`src/rtl/frida_scan_seq.sv`:
```
// frida_scan_seq: parametrised scan sequencer for the FRIDA comparator mux.
// Walks mux_sel over a latched channel mask. On each channel it waits out a
// settle window, counts comparator '1' decisions over a dwell of conversions,
// and hands one {channel, count} result to the readout over valid/ready.
// Build option: define FRIDA_SCAN_SYNC_EN to put 2-flop synchronisers on
// conv_done/comp_in and edge-detect conv_done (adds 2 cycles of latency).
module frida_scan_seq #(
  parameter int N_ADC      = 16,
  parameter int SEL_W      = 4,
  parameter int DWELL_W    = 8,
  parameter int SETTLE_CYC = 2
) (
  input  logic               clk,
  input  logic               rst_b,
  input  logic               start,
  input  logic               stop,
  input  logic               cont,
  input  logic [N_ADC-1:0]   chan_mask,
  input  logic [DWELL_W-1:0] dwell,
  input  logic               conv_done,
  input  logic               comp_in,
  output logic [SEL_W-1:0]   mux_sel,
  output logic               busy,
  output logic               res_valid,
  input  logic               res_ready,
  output logic [SEL_W-1:0]   res_chan,
  output logic [DWELL_W-1:0] res_count,
  output logic               overrun
);

  localparam int SC_W = (SETTLE_CYC > 1) ? $clog2(SETTLE_CYC) : 1;

  typedef enum logic [1:0] {IDLE, SETTLE, ACCUM, EMIT} state_t;

  typedef struct packed {
    logic [SEL_W-1:0]   chan;
    logic [DWELL_W-1:0] count;
  } res_t;

  state_t             state;
  res_t               res_q;
  logic [N_ADC-1:0]   mask_q;
  logic [DWELL_W-1:0] dwell_q;
  logic               cont_q;
  logic [SC_W-1:0]    settle_cnt;
  logic [DWELL_W-1:0] conv_cnt;
  logic [DWELL_W-1:0] ones_cnt;
  logic [SEL_W:0]     nxt;      // {found, channel} of next set bit above mux_sel
  logic               conv_s;
  logic               comp_s;

  // Lowest set bit of a mask (callers guarantee the mask is non-zero).
  function automatic logic [SEL_W-1:0] lowest_bit(input logic [N_ADC-1:0] m);
    lowest_bit = '0;
    for (int i = N_ADC-1; i >= 0; i--)
      if (m[i]) lowest_bit = SEL_W'(i);
  endfunction

  // Next set bit strictly above cur; MSB of the result flags "found".
  function automatic logic [SEL_W:0] next_bit(input logic [N_ADC-1:0] m,
                                              input logic [SEL_W-1:0] cur);
    next_bit = '0;
    for (int i = N_ADC-1; i >= 0; i--)
      if (m[i] && (i > int'(cur))) next_bit = {1'b1, SEL_W'(i)};
  endfunction

`ifdef FRIDA_SCAN_SYNC_EN
  logic [1:0] conv_sync;
  logic [1:0] comp_sync;
  logic       conv_prev;

  // Two-flop synchronisers plus a delay tap for conv_done edge detection.
  always_ff @(posedge clk or negedge rst_b) begin
    if (!rst_b) begin
      conv_sync <= '0;
      comp_sync <= '0;
      conv_prev <= 1'b0;
    end else begin
      conv_sync <= {conv_sync[0], conv_done};
      comp_sync <= {comp_sync[0], comp_in};
      conv_prev <= conv_sync[1];
    end
  end

  assign conv_s = conv_sync[1] & ~conv_prev;
  assign comp_s = comp_sync[1];
`else
  assign conv_s = conv_done;
  assign comp_s = comp_in;
`endif

  // Candidate next channel for the EMIT -> SETTLE step.
  always_comb begin
    nxt = next_bit(mask_q, mux_sel);
  end

  assign busy      = (state != IDLE);
  assign res_chan  = res_q.chan;
  assign res_count = res_q.count;

  // Sequencer FSM; stop overrides everything except reset.
  always_ff @(posedge clk or negedge rst_b) begin
    if (!rst_b) begin
      state      <= IDLE;
      mux_sel    <= '0;
      res_valid  <= 1'b0;
      res_q      <= '0;
      overrun    <= 1'b0;
      mask_q     <= '0;
      dwell_q    <= '0;
      cont_q     <= 1'b0;
      settle_cnt <= '0;
      conv_cnt   <= '0;
      ones_cnt   <= '0;
    end else if (stop) begin
      state      <= IDLE;
      res_valid  <= 1'b0;
      settle_cnt <= '0;
      conv_cnt   <= '0;
      ones_cnt   <= '0;
    end else begin
      case (state)
        IDLE: begin
          if (start && (|chan_mask) && (|dwell)) begin
            mask_q     <= chan_mask;
            dwell_q    <= dwell;
            cont_q     <= cont;
            overrun    <= 1'b0;
            mux_sel    <= lowest_bit(chan_mask);
            settle_cnt <= '0;
            conv_cnt   <= '0;
            ones_cnt   <= '0;
            state      <= SETTLE;
          end
        end
        SETTLE: begin
          // Conversions here belong to the previous mux setting: drop them.
          if (settle_cnt == SC_W'(SETTLE_CYC-1)) begin
            settle_cnt <= '0;
            state      <= ACCUM;
          end else begin
            settle_cnt <= settle_cnt + 1'b1;
          end
        end
        ACCUM: begin
          if (conv_s) begin
            if (conv_cnt == dwell_q - 1'b1) begin
              res_q     <= '{chan: mux_sel, count: ones_cnt + DWELL_W'(comp_s)};
              res_valid <= 1'b1;
              conv_cnt  <= '0;
              ones_cnt  <= '0;
              state     <= EMIT;
            end else begin
              conv_cnt <= conv_cnt + 1'b1;
              ones_cnt <= ones_cnt + DWELL_W'(comp_s);
            end
          end
        end
        EMIT: begin
          if (conv_s) overrun <= 1'b1;
          if (res_valid && res_ready) begin
            res_valid  <= 1'b0;
            settle_cnt <= '0;
            if (nxt[SEL_W]) begin
              mux_sel <= nxt[SEL_W-1:0];
              state   <= SETTLE;
            end else if (cont_q) begin
              mux_sel <= lowest_bit(mask_q);
              state   <= SETTLE;
            end else begin
              state <= IDLE;
            end
          end
        end
        default: state <= IDLE;
      endcase
    end
  end

endmodule

```
`config.mk`:
```
export PLATFORM = sky130hd
export DESIGN_NAME = frida_scan_seq
export DESIGN_NICKNAME = d
export VERILOG_FILES = /design/src/rtl/frida_scan_seq.sv
export SDC_FILE = /design/constraint.sdc
export NUM_CORES = 1
export LEC_CHECK = 0
export CELL_PAD_IN_SITES_DETAIL_PLACEMENT = 0
export CELL_PAD_IN_SITES_GLOBAL_PLACEMENT = 1
export CORE_ASPECT_RATIO = 0.75
export CORE_UTILIZATION = 46
export DETAILED_ROUTE_END_ITERATION = 16
export HOLD_SLACK_MARGIN = 0.03
export PLACE_DENSITY = 0.9
export REMOVE_ABC_BUFFERS = 1
export SETUP_SLACK_MARGIN = 0.1
export SYNTH_ARGS = -nofsm -noshare
export SYNTH_HDL_FRONTEND = slang
export SYNTH_SLANG_ARGS = --single-unit
```
`constraint.sdc`:
```
create_clock -name clk -period 4.55 [get_ports clk]
set_input_delay 0.91 -clock clk [delete_from_list [all_inputs] [get_ports clk]]
set_output_delay 0.91 -clock clk [all_outputs]
set_load 0.03 [all_outputs]
```
* After elaboration in Yosys (flattened, before gate mapping)
Cells that the tools add are included.
** Operators by class
- Order comparisons :: 15
- Bitwise logic cells :: 1
- Mux-type cells :: 81
- Reduce and logical (&&, ||, !) cells :: 34
- $add $sub $neg :: 4
- Equality and inequality tests :: 13
** Operator list (number)
- 4-bit two-way mux :: 36
- 5-bit two-way mux :: 15
- 8-bit two-way mux :: 7
- 4-bit > comparator, first input constant :: 8
- 8-bit case mux with 2 select lines :: 2
- 1-bit logical AND :: 18
- 3-bit inequality test, second input constant :: 6
- 3-bit by 4-bit > comparator with 1-bit output, first input constant :: 4
- 16-bit OR reduction :: 1
- 2-bit two-way mux :: 6
- 4-bit AND reduction :: 3
- 1-bit two-way mux :: 10
- 5-bit AND reduction :: 2
- 3-bit AND reduction :: 3
- 8-bit by 1-bit adder with 8-bit output :: 1
- 8-bit by 1-bit adder with 8-bit output, second input constant :: 1
- 8-bit equality test :: 1
- 2-bit by 4-bit > comparator with 1-bit output, first input constant :: 2
- 2-bit case mux with 4 select lines :: 1
- 4-bit case mux with 2 select lines :: 1
- 8-bit OR reduction :: 1
- 8-bit by 1-bit subtractor with 8-bit output, second input constant :: 1
- 2-bit inequality test, second input constant :: 3
- 3-bit nonzero test :: 2
- other kinds (10) :: 13
** Word-level totals
- Flip-flop bits (word level) :: 62

* Longest topological paths before layout
- Word-level depth :: 21
- Gate-level depth with buffers :: 11
- Depth with buffers taken out :: 9

* Worst setup path before layout
No wires, ideal clock.
- Path type :: input -> register
- Start :: input dwell[5]
- End :: register mask_q[10]
- Stages on the path :: 6
- Arrival time :: 2.540 ns
- Setup slack :: 1.885 ns
- Path buffers :: 2
- Cells stage by stage :: or4_1 o21ai_1 or4_1 buf_2 clkbuf_1 mux2_2
** Between the ends
- Cells in the longest elaborated chain, start to end :: 3
** RTL lines
- start: declaration :: line 19 : input logic [DWELL_W-1:0] dwell,
- 8-bit OR reduction :: line 124 : if (start && (|chan_mask) && (|dwell)) begin
- 1-bit logical AND :: line 124
- 3-bit AND reduction (no line)
- end signal: assignment :: line 125 : mask_q <= chan_mask;
- end: declaration :: line 42 : logic [N_ADC-1:0] mask_q;
Every way passes these cells.
A chain may end at the register's enable or synchronous reset.

* Final worst setup path
- Start :: input chan_mask[12]
- End :: register conv_cnt[2]
** Between the ends
- Cells in the longest elaborated chain, start to end :: 5
** RTL lines
- start: declaration :: line 18 : input logic [N_ADC-1:0] chan_mask,
- 16-bit OR reduction :: line 124
- 1-bit logical AND (2 in a row) :: line 124
- 3-bit inequality test (no line)
- 3-bit AND reduction (no line)
- end signal: assignment :: line 154 : conv_cnt <= conv_cnt + 1'b1;
- end: declaration :: line 46 : logic [DWELL_W-1:0] conv_cnt;
Every way passes these cells.

==> metrics.md <==
| Metric | Value |
|---|---|
| Endpoint type of the worst setup path | flop |
| Total Routing Usage GR | 24.0% |
| DRC Markers | 0 |
| CP Cell Sequence | clkdlybuf4s50_1 -> nor4_1 -> and4_1 -> o21ai_1 -> a21oi_1 -> buf_4 -> or3_1 -> nor3b_1 -> a21o_1 |
| WL final | 9340 um |
| Flops & latches, synth | 62 |
| Ports | 51 |
| Slew margin rel. | 40.2% |
| Final Max Slew Viols | 0 |
| # rows | 28 |
| Final Power | 2540 uW |
| Num CTS Buffers | 9 |
| Synth Warn # | 0 |
| Sequential share of the synthesized area | 40.7% |
| Routed WL per cell | 16.2 um |
| Crit path kind | input pin to flop |
| Antenna-violating nets left | 0 |
| CP Launch Type | input pin |
| Status | finished, final reports clean |
| Port buffer count | 50 |
| Power Density | 552 mW/mm2 |
| Setup Fix Bufs, Post-CTS | 0 |
| Die area | 0.00865 mm2 |
| First-pass DRT Iterations | 5 |
| Area Growth Syn to Fin | 20.6% |
| CTS root buffer | clkbuf_8 |
| Mapped Area | 0.00381 mm2 |
| First DRT Iteration DRCs | 219 |
| Hpwl dp | 7040 um |
| RSZ-0062 raised after global routing | no |
| DIE WIDTH | 107 um |
| Die H | 80.8 um |
| Largest net degree at the start of global routing | 34 |
| Avg Inst Size Synth | 9.05 um2 |
| Delay of the slowest critical-path stage | 0.51 ns |
| CTS Hold Buffers Added | 0 |
| Clock Path Buffers | 2 |
| Static leakage | 0.00188 uW |
| Initial antenna violation count | 0 |
| Period utilization | 69.3% |
| Final Hold Slack | 0.493 ns |
| Via density | 5.85 |
| Layout cells sized above 1 | 12.9% |
| Final Hold Vio Count | 0 |
| Routed via count | 3382 |
| Synth async-reset ratio | 100% |
| # setup viols final | 0 |
| Routability cong. | 0.945 |
| Clock transition at the registers of the reported paths | 0.07 ns |
| Slowest stage cell, crit path | nor4_1 |
| Crit path max fanout | 22 |
| Starting Density | 47.9% |
| Gates resized, CTS repair | 0 |
| Placed cell area | 0.00437 mm2 |
| Finished Core Util | 57.8% |
| EDFF count, synth | 0 |
| Htree depth | 3 |
| Clk sinks | 62 |
| Vias in the first global route | 3276 |
| Finished Cell Area | 0.00460 mm2 |
| Pin slew with the least headroom to its limit | 0.893 ns |
| Distinct cells, synth | 59 |
| Min cycle time layout | 3.15 ns |
| Main synth FF type | dfrtp_1 |
| Fmax | 317 MHz |
| First-pass GRT wire length | 16000 um |
| NumNets Final | 510 |
| Worst-Skew Late Latency | 0.34 ns |
| Max-Cap Viols | 0 |
| Worst Skew | 0.0123 ns |
| Worst endpoint required time | 4.79 ns |
| Antenna Diode Count | 0 |
| Global route total overflow | 0 |
| Worst min-delay path category | flop to flop |
| CTS tree | built |
| Setup_tns | 0 ns |
| VDD IR max | 0.237 mV |
| Core Region | 0.00795 mm2 |
| Mapped Cells | 421 |
| Largest delay share family, worst path | simple AND/OR/NAND/NOR gates |
| Buf/Inv on CP | 2 |
| Arrival time worst endpoint | 3.39 ns |
-- final timing paths --
kind,start,end,slack [ns],cells past startpoint
setup / recovery,chan_mask[12],conv_cnt[2]$_DFFE_PN0P_,1.40,9
hold / removal,ones_cnt[0]$_DFFE_PN0P_,ones_cnt[0]$_DFFE_PN0P_,0.49,2
setup reg to reg,dwell_q[0]$_DFFE_PN0P_,res_chan[3]$_DFFE_PN0P_,1.43,8
hold reg to reg,ones_cnt[0]$_DFFE_PN0P_,ones_cnt[0]$_DFFE_PN0P_,0.49,2
max in group asynchronous,rst_b,mask_q[1]$_DFFE_PN0P_,3.05,2
min in group asynchronous,rst_b,res_count[5]$_DFFE_PN0P_,0.61,1
-- cell usage after synthesis (5+ instances only) --
| library cell | count | share of area [%] |
|---|---|---|
| nor4_1 | 8 | 1.3 |
| nor2_1 | 40 | 3.9 |
| ha_1 | 9 | 3.0 |
| nand3_1 | 11 | 1.4 |
| o31ai_1 | 7 | 1.4 |
| o21ai_0 | 32 | 4.2 |
| or3_1 | 7 | 1.1 |
| nand2b_1 | 8 | 1.3 |
| o22ai_1 | 9 | 1.5 |
| clkbuf_1 | 11 | 1.1 |
| nand4_1 | 5 | 0.82 |
| nand2_1 | 33 | 3.3 |
| mux2_2 | 29 | 8.6 |
| inv_1 | 25 | 2.5 |
| nor3_1 | 6 | 0.79 |
| nor2b_1 | 6 | 0.99 |
| dfrtp_1 | 62 | 41 |
| a21oi_1 | 22 | 2.9 |
| a211oi_1 | 7 | 1.4 |
| a31oi_1 | 12 | 2.0 |
-- cell families after synthesis --
group	count (synthesis)	share of synthesized area, %
and+or+nand+nor	146	19.6
adders and majority gates	9	2.96
buffers and inverters	42	4.89
DFF	62	40.7
AOI/OAI and AO/OA	123	20.7
muxes	30	8.83
xor gates and xnor gates	9	2.27
-- layout make-up --
class,count,area (um2)
flip-flops and latches,62,1550
repair buffers,54,526
fillers,717,3360
well taps,105,131
clock inverters,4,70.1
clock buffers,11,151
multi-input cells,317,2070
inverters,25,93.8
-- report_power, final --
part | switching, uW | total, uW | internal [uW] | leakage (uW)
combinational | 552 | 1040 | 485 | 0.000958
clock | 207 | 540 | 333 | 0.000115
sequential | 265 | 961 | 696 | 0.000806
total | 1020 | 2540 | 1510 | 0.00188
-- cell usage in the layout, fill, tap and decap left out, drive strengths merged, types with 5 or more instances in the layout --
cell           count
buf                5
a21oi             22
nand2             33
clkdlybuf4s50     49
a211oi             7
nor2              40
o31ai              7
xnor2              5
or3                7
dfrtp             62
nor4              10
nand4              5
o21ai             36
nor2b              6
o22ai              9
ha                 9
nand3             11
nor3               6
mux2              29
inv               25
clkbuf            11
a31oi             13
nand2b             8
-- registers in the layout, summed over array words and instances, names as in the netlist, 2 cells and up --
signal / cells
res_count: 8
dwell_q: 8
ones_cnt: 8
conv_cnt: 8
mask_q: 16
res_chan: 4
state: 2
mux_sel: 4
-- worst register-to-register path: cells and delay by family, from the launching register on --
kind	cells	cell delay, ns
flip-flops	1	0.45
AO/OA/AOI/OAI	1	0.27
buffers and inverters	1	0.07
AND/OR/NAND/NOR	4	1.53
multiplexers	1	0.41
adder cells (fa/ha/maj)	1	0.27
-- metrics by stage --
stage | instances | setup WS [ns]
floorplan | 404 | 1.41
global placement | 563 | 1.09
detailed placement | 563 | 1.05
CTS | 578 | 1.42
global route | 578 | 1.22
finish | 578 | 1.40
-- layer usage --
layer / global-route usage, % / wire length [um] / vias to the layer above
met5: 0 / 0 / -
met4: 7.53 / 125 / 0
met3: 7.14 / 707 / 11
met2: 35.7 / 4080 / 110
met1: 33.6 / 4420 / 1613
li1: - / - / 1648
(Power assumes the default switching activity.)
==> patch 1, RTL diff (config.mk and constraints unchanged) <==
Build with the macro `FRIDA_SCAN_SYNC_EN` defined.
--- a/src/rtl/frida_scan_seq.sv
+++ b/src/rtl/frida_scan_seq.sv
@@ -5,4 +5,6 @@
 // Build option: define FRIDA_SCAN_SYNC_EN to put 2-flop synchronisers on
 // conv_done/comp_in and edge-detect conv_done (adds 2 cycles of latency).
+`define FRIDA_SCAN_SYNC_EN
+
 module frida_scan_seq #(
   parameter int N_ADC      = 16,
Check against the original RTL: not equivalent (a bounded check fails within 10 cycles, from zero or initial values and one cycle with rst_b low).
==> patch 1 against the original RTL <==
Critical path depth is 1 lower; routed wire length up 4.2%; total power rose by 8.2%; sequential power is 8% higher; synthesized area up 6.3%; sequential cell count grew 5; final area grew 6.4%; via count is 0.80% higher; setup slack got worse by 0.31 ns; critical endpoint is now ones_cnt[7]; largest cell class unchanged; largest power group unchanged.
==> patch 1: results <==
group,metric,value,unit
power_and_ir_drop,ir_drop,312.3,µV
finish,largest_reg_flops,16,
power_and_ir_drop,power.density,561.8,nW/µm²
grt,grt_max_degree,46,
clock_tree,worstSkewPairLatency,0.34,ns
place,port_buffers,50,
yosys,synth_flop_cell,"dfrtp_1",
finish,fin_nets,507,
place,dp_hpwl,7.144,mm
clock_tree,cts-root-buf,"clkbuf_16",
grt,grt_pass1_vias,3267,
yosys,synth_cell_types,63,
routing,routed_wirelength,9.727,mm
routing,dr.pass1.iters,4,
place,dp_slack,0.7791,ns
power_and_ir_drop,clockPowerShare,0.237,
yosys,async_flop_share,1.000,
grt,grt_use_total,0.2301,
critical_path,cp_data_arrival_time,3.64,ns
routing,wl_per_cell,16.77,µm
sta,clock_skew,0.006204,ns
yosys,yosys-top-cells-count,"dfrtp_1, nor2_1, nand2_1, mux2_2, o21ai_0",
place,place_inst,563,
outcome,status,"finished, final reports clean",
yosys,synth_area_leaders,"dfrtp_1, mux2_2, o21ai_0, nor2_1, a21oi_1",
sta,worst_pin_slew,1.019,ns
yosys,ys_seq_area_frac,0.4141,
clock_tree,cts_max_level,3,
power_and_ir_drop,leakage,2.032,nW
critical_path,max_stage_delay,0.58,ns
grt,grt_pass1_wl,16.26,mm
routing,drtIter0Drc,173,
critical_path,cp_top_family,"simple AND/OR/NAND/NOR gates",
power_and_ir_drop,p_int,1.654,mW
clock_tree,postCtsSetupRepairBufs,0,
clock_tree,clockBufferDepth,2,
critical_path,crit_slowest_cell,"or4_1",
grt,antenna_found_initial,0,
routing,viasPerCell,5.878,
yosys,synthCells,423,
worst_hold_path,hp-class,"flop to flop",
place,gp_congestion,0.8529,
finish,largest_register,"mask_q",
yosys,yosys_warnings,0,
power_and_ir_drop,pwr-share-comb,0.384,
clock_tree,cts_made_buffers,9,
critical_path,path_max_fanout,12,
clock_tree,clk_pin_slew,0.05,ns
finish,drive_gt1_frac,0.1274,
place,dpl_cell_area,4606,µm²
finish,fillers,746,
clock_tree,ctsResizeCount,0,
[patch 1: layout make-up]
| cell class | count | area (µm²) | area share |
|---|---|---|---|
| inverters | 15 | 56.30 | 0.01151 |
| diodes | 1 | 2.502 | 0.0005118 |
| flip-flops and latches | 67 | 1677 | 0.3429 |
| multi-input cells | 320 | 2220 | 0.4539 |
| repair buffers | 53 | 518.0 | 0.1059 |
| well taps | 108 | 135.1 | 0.02764 |
| clock inverters | 4 | 25.02 | 0.005118 |
| clock buffers | 12 | 256.5 | 0.05246 |
[patch 1: cells by family after synthesis]
logic type / Yosys count / synth area share
and+or+nand+nor: 138 / 0.1777
muxes: 29 / 0.08004
adders and majority gates: 9 / 0.02781
DFF: 67 / 0.4141
AOI/OAI and AO/OA: 131 / 0.2346
xor gates and xnor gates: 13 / 0.02812
buffers and inverters: 36 / 0.03770
[patch 1: worst paths after layout]
check,cells past startpoint,start,endpoint,slack (ns)
max reg2reg,8,dwell_q[0],res_count[0],1.30
min,0,conv_sync[0],conv_sync[1],0.35
min in group asynchronous,1,rst_b,res_chan[1],0.75
max,8,chan_mask[8],ones_cnt[7],1.09
max in group asynchronous,2,rst_b,state[1],2.91
min reg2reg,0,conv_sync[0],conv_sync[1],0.35
[patch 1: worst register-to-register path: stages, from the launching register on]
cell       delay (ns)
dfrtp_1          0.42
inv_1            0.08
ha_1             0.17
or3b_2           0.46
nor3_1           0.20
xnor2_1          0.13
a2111oi_4        0.54
nand3_1          0.64
mux2_2           0.50
[patch 1: metal layers]
metal  share of wire  GRT usage  wire, µm  vias up
met5               0          0         0        -
met4           0.012    0.07057       121        0
met3           0.073    0.05102       713       10
met2            0.42     0.3190      4083      110
met1            0.49     0.3525      4809     1627
li1                -          -         -     1662
==> patch 2, RTL diff (config.mk and constraints unchanged) <==
Made on the original files. Put a register stage on the output `res_count`, cleared by the reset. The value now appears one clock later. The other outputs are not delayed to match.
--- a/src/rtl/frida_scan_seq.sv
+++ b/src/rtl/frida_scan_seq.sv
@@ -97,5 +97,11 @@
   assign busy      = (state != IDLE);
   assign res_chan  = res_q.chan;
-  assign res_count = res_q.count;
+  always_ff @(posedge clk or negedge rst_b) begin
+    if (!rst_b) begin
+      res_count <= '0;
+    end else begin
+      res_count <= res_q.count;
+    end
+  end
 
   // Sequencer FSM; stop overrides everything except reset.
Behaviour: no difference found for any inputs over 4 cycles, from zero or initial values and one cycle with rst_b low; that may be too few to reach the edited logic, so the function may still have changed.
==> patch 2 against the original RTL <==
The flow now finishes with violations (DRC); critical path depth fell by 2; final area grew 8.9%; via count increased by 2.6%; hold slack lost 0.12 ns; sequential cell count is 8 higher; synthesized cell count grew 2.1%; routed wire length up 4.2%; largest cell class unchanged; total power increased by 11%; synthesized area increased by 9.8%; clock skew fell by 0.0069 ns; setup slack got worse by 0.028 ns; utilization up 0.17 points.
==> patch 2: results <==
group,metric,value,unit
outcome,status,"finished, violations left",
outcome,violations,"DRC",
grt,grt_max_degree,40,
finish,fillers,737,
routing,met1_length,4.758,mm
finish,fin_nets,516,
clock_tree,postCtsSetupRepairBufs,0,
critical_path,rrSetupSlack,1.73,ns
yosys,yosys-top-cells-count,"dfrtp_1, nand2_1, nor2_1, o21ai_0, mux2_1",
finish,largest_reg_flops,16,
grt,grt_pass1_wl,16.11,mm
routing,drc,1,
finish,drive_gt1_frac,0.09167,
critical_path,cp_top_family,"simple AND/OR/NAND/NOR gates",
place,gp_congestion,0.8645,
worst_hold_path,min_from,"res_q[0]",
yosys,synth_area_leaders,"dfrtp_1, mux2_1, nand2_1, o21ai_0, nor2_1",
routing,drtIter0Drc,230,
clock_tree,clockBufferDepth,2,
clock_tree,cts_made_buffers,9,
critical_path,critical_path.startpoint,"chan_mask[8]",
grt,antenna_found_initial,0,
power_and_ir_drop,leakage,2.088,nW
yosys,async_flop_share,1.000,
critical_path,path_max_fanout,18,
finish,antenna_cells,0,
clock_tree,ctsResizeCount,0,
yosys,ys_seq_area_frac,0.4189,
critical_path,crit_slowest_cell,"or4_4",
worst_hold_path,hp-class,"flop to flop",
grt,grt_use_total,0.2170,
sta,drv_slew,0,
critical_path,max_stage_delay,0.59,ns
clock_tree,cts-root-buf,"clkbuf_16",
routing,wl_met3,551,µm
routing,routed_wirelength,9.728,mm
critical_path,reg2reg_depth,7,
critical_path,reg2reg_from,"dwell_q[0]",
clock_tree,worstSkewPairLatency,0.33,ns
sta,clock_skew,0.005401,ns
grt,grt_pass1_vias,3175,
yosys,synth_cell_types,69,
routing,vias,3469,
clock_tree,clk_pin_slew,0.06,ns
routing,dr.pass1.iters,10,
grt,grt_use_met2,0.3269,
routing,top_layer,"met4",
routing,route.met2.wl,4.288,mm
sta,worst_pin_slew,0.7189,ns
place,dp_hpwl,7.121,mm
worst_hold_path,hold-path-cell-count,0,
power_and_ir_drop,ir_drop,316.7,µV
critical_path,cp_data_arrival_time,3.39,ns
grt,grt_use_met1,0.3104,
finish,largest_register,"mask_q",
sta,fin_tns_setup,0,ns
grt,grt_util_met3,0.04982,
yosys,yosys_warnings,0,
clock_tree,cts_max_level,3,
patch 2: through the flow:
| stage | hold WS [ns] | worst slack, ns | cells | instance area [µm²] |
|---|---|---|---|---|
| floorplan | 0.3471 | 1.472 | 411 | 4049 |
| global placement | 0.3575 | 1.131 | 572 | 4702 |
| detailed placement | 0.3618 | 1.056 | 572 | 4702 |
| CTS | 0.3722 | 1.413 | 588 | 5005 |
| global route | 0.3765 | 1.296 | 588 | 5005 |
| finish | 0.3706 | 1.371 | 588 | 5005 |
patch 2: kinds of logic (layout without fill, tap and decap cells):
kind of cell / count (synthesis) / count (layout) / share of synthesized area
xor+xnor: 13 / 13 / 0.02723
compound gates: 126 / 126 / 0.2160
fa+ha+maj: 9 / 9 / 0.02693
simple gates: 143 / 143 / 0.1789
buf+inv: 38 / 88 / 0.04877
mux: 31 / 31 / 0.08319
flops: 70 / 70 / 0.4189
patch 2: power breakdown:
group | switching [mW] | total (mW) | internal (mW) | leakage, nW
combinational | 0.571 | 1.05 | 0.479 | 1.03
sequential | 0.293 | 1.07 | 0.774 | 0.915
clock | 0.248 | 0.702 | 0.453 | 0.146
patch 2: area by class of cell:
cell class / instances / area share
Clock inverter: 3 / 0.008500
Sequential cell: 70 / 0.3500
Clock buffer: 13 / 0.05200
Multi-Input combinational cell: 322 / 0.4447
Tap cell: 108 / 0.02700
Inverter: 19 / 0.01425
Timing Repair Buffer: 53 / 0.1035
patch 2: worst paths after layout:
path                                endpoint
worst min-delay path            res_count[0]
worst max register to register   res_chan[0]
min in group asynchronous         mask_q[15]
max in group asynchronous         mux_sel[3]
worst max-delay path             ones_cnt[7]
worst min register to register  res_count[0]
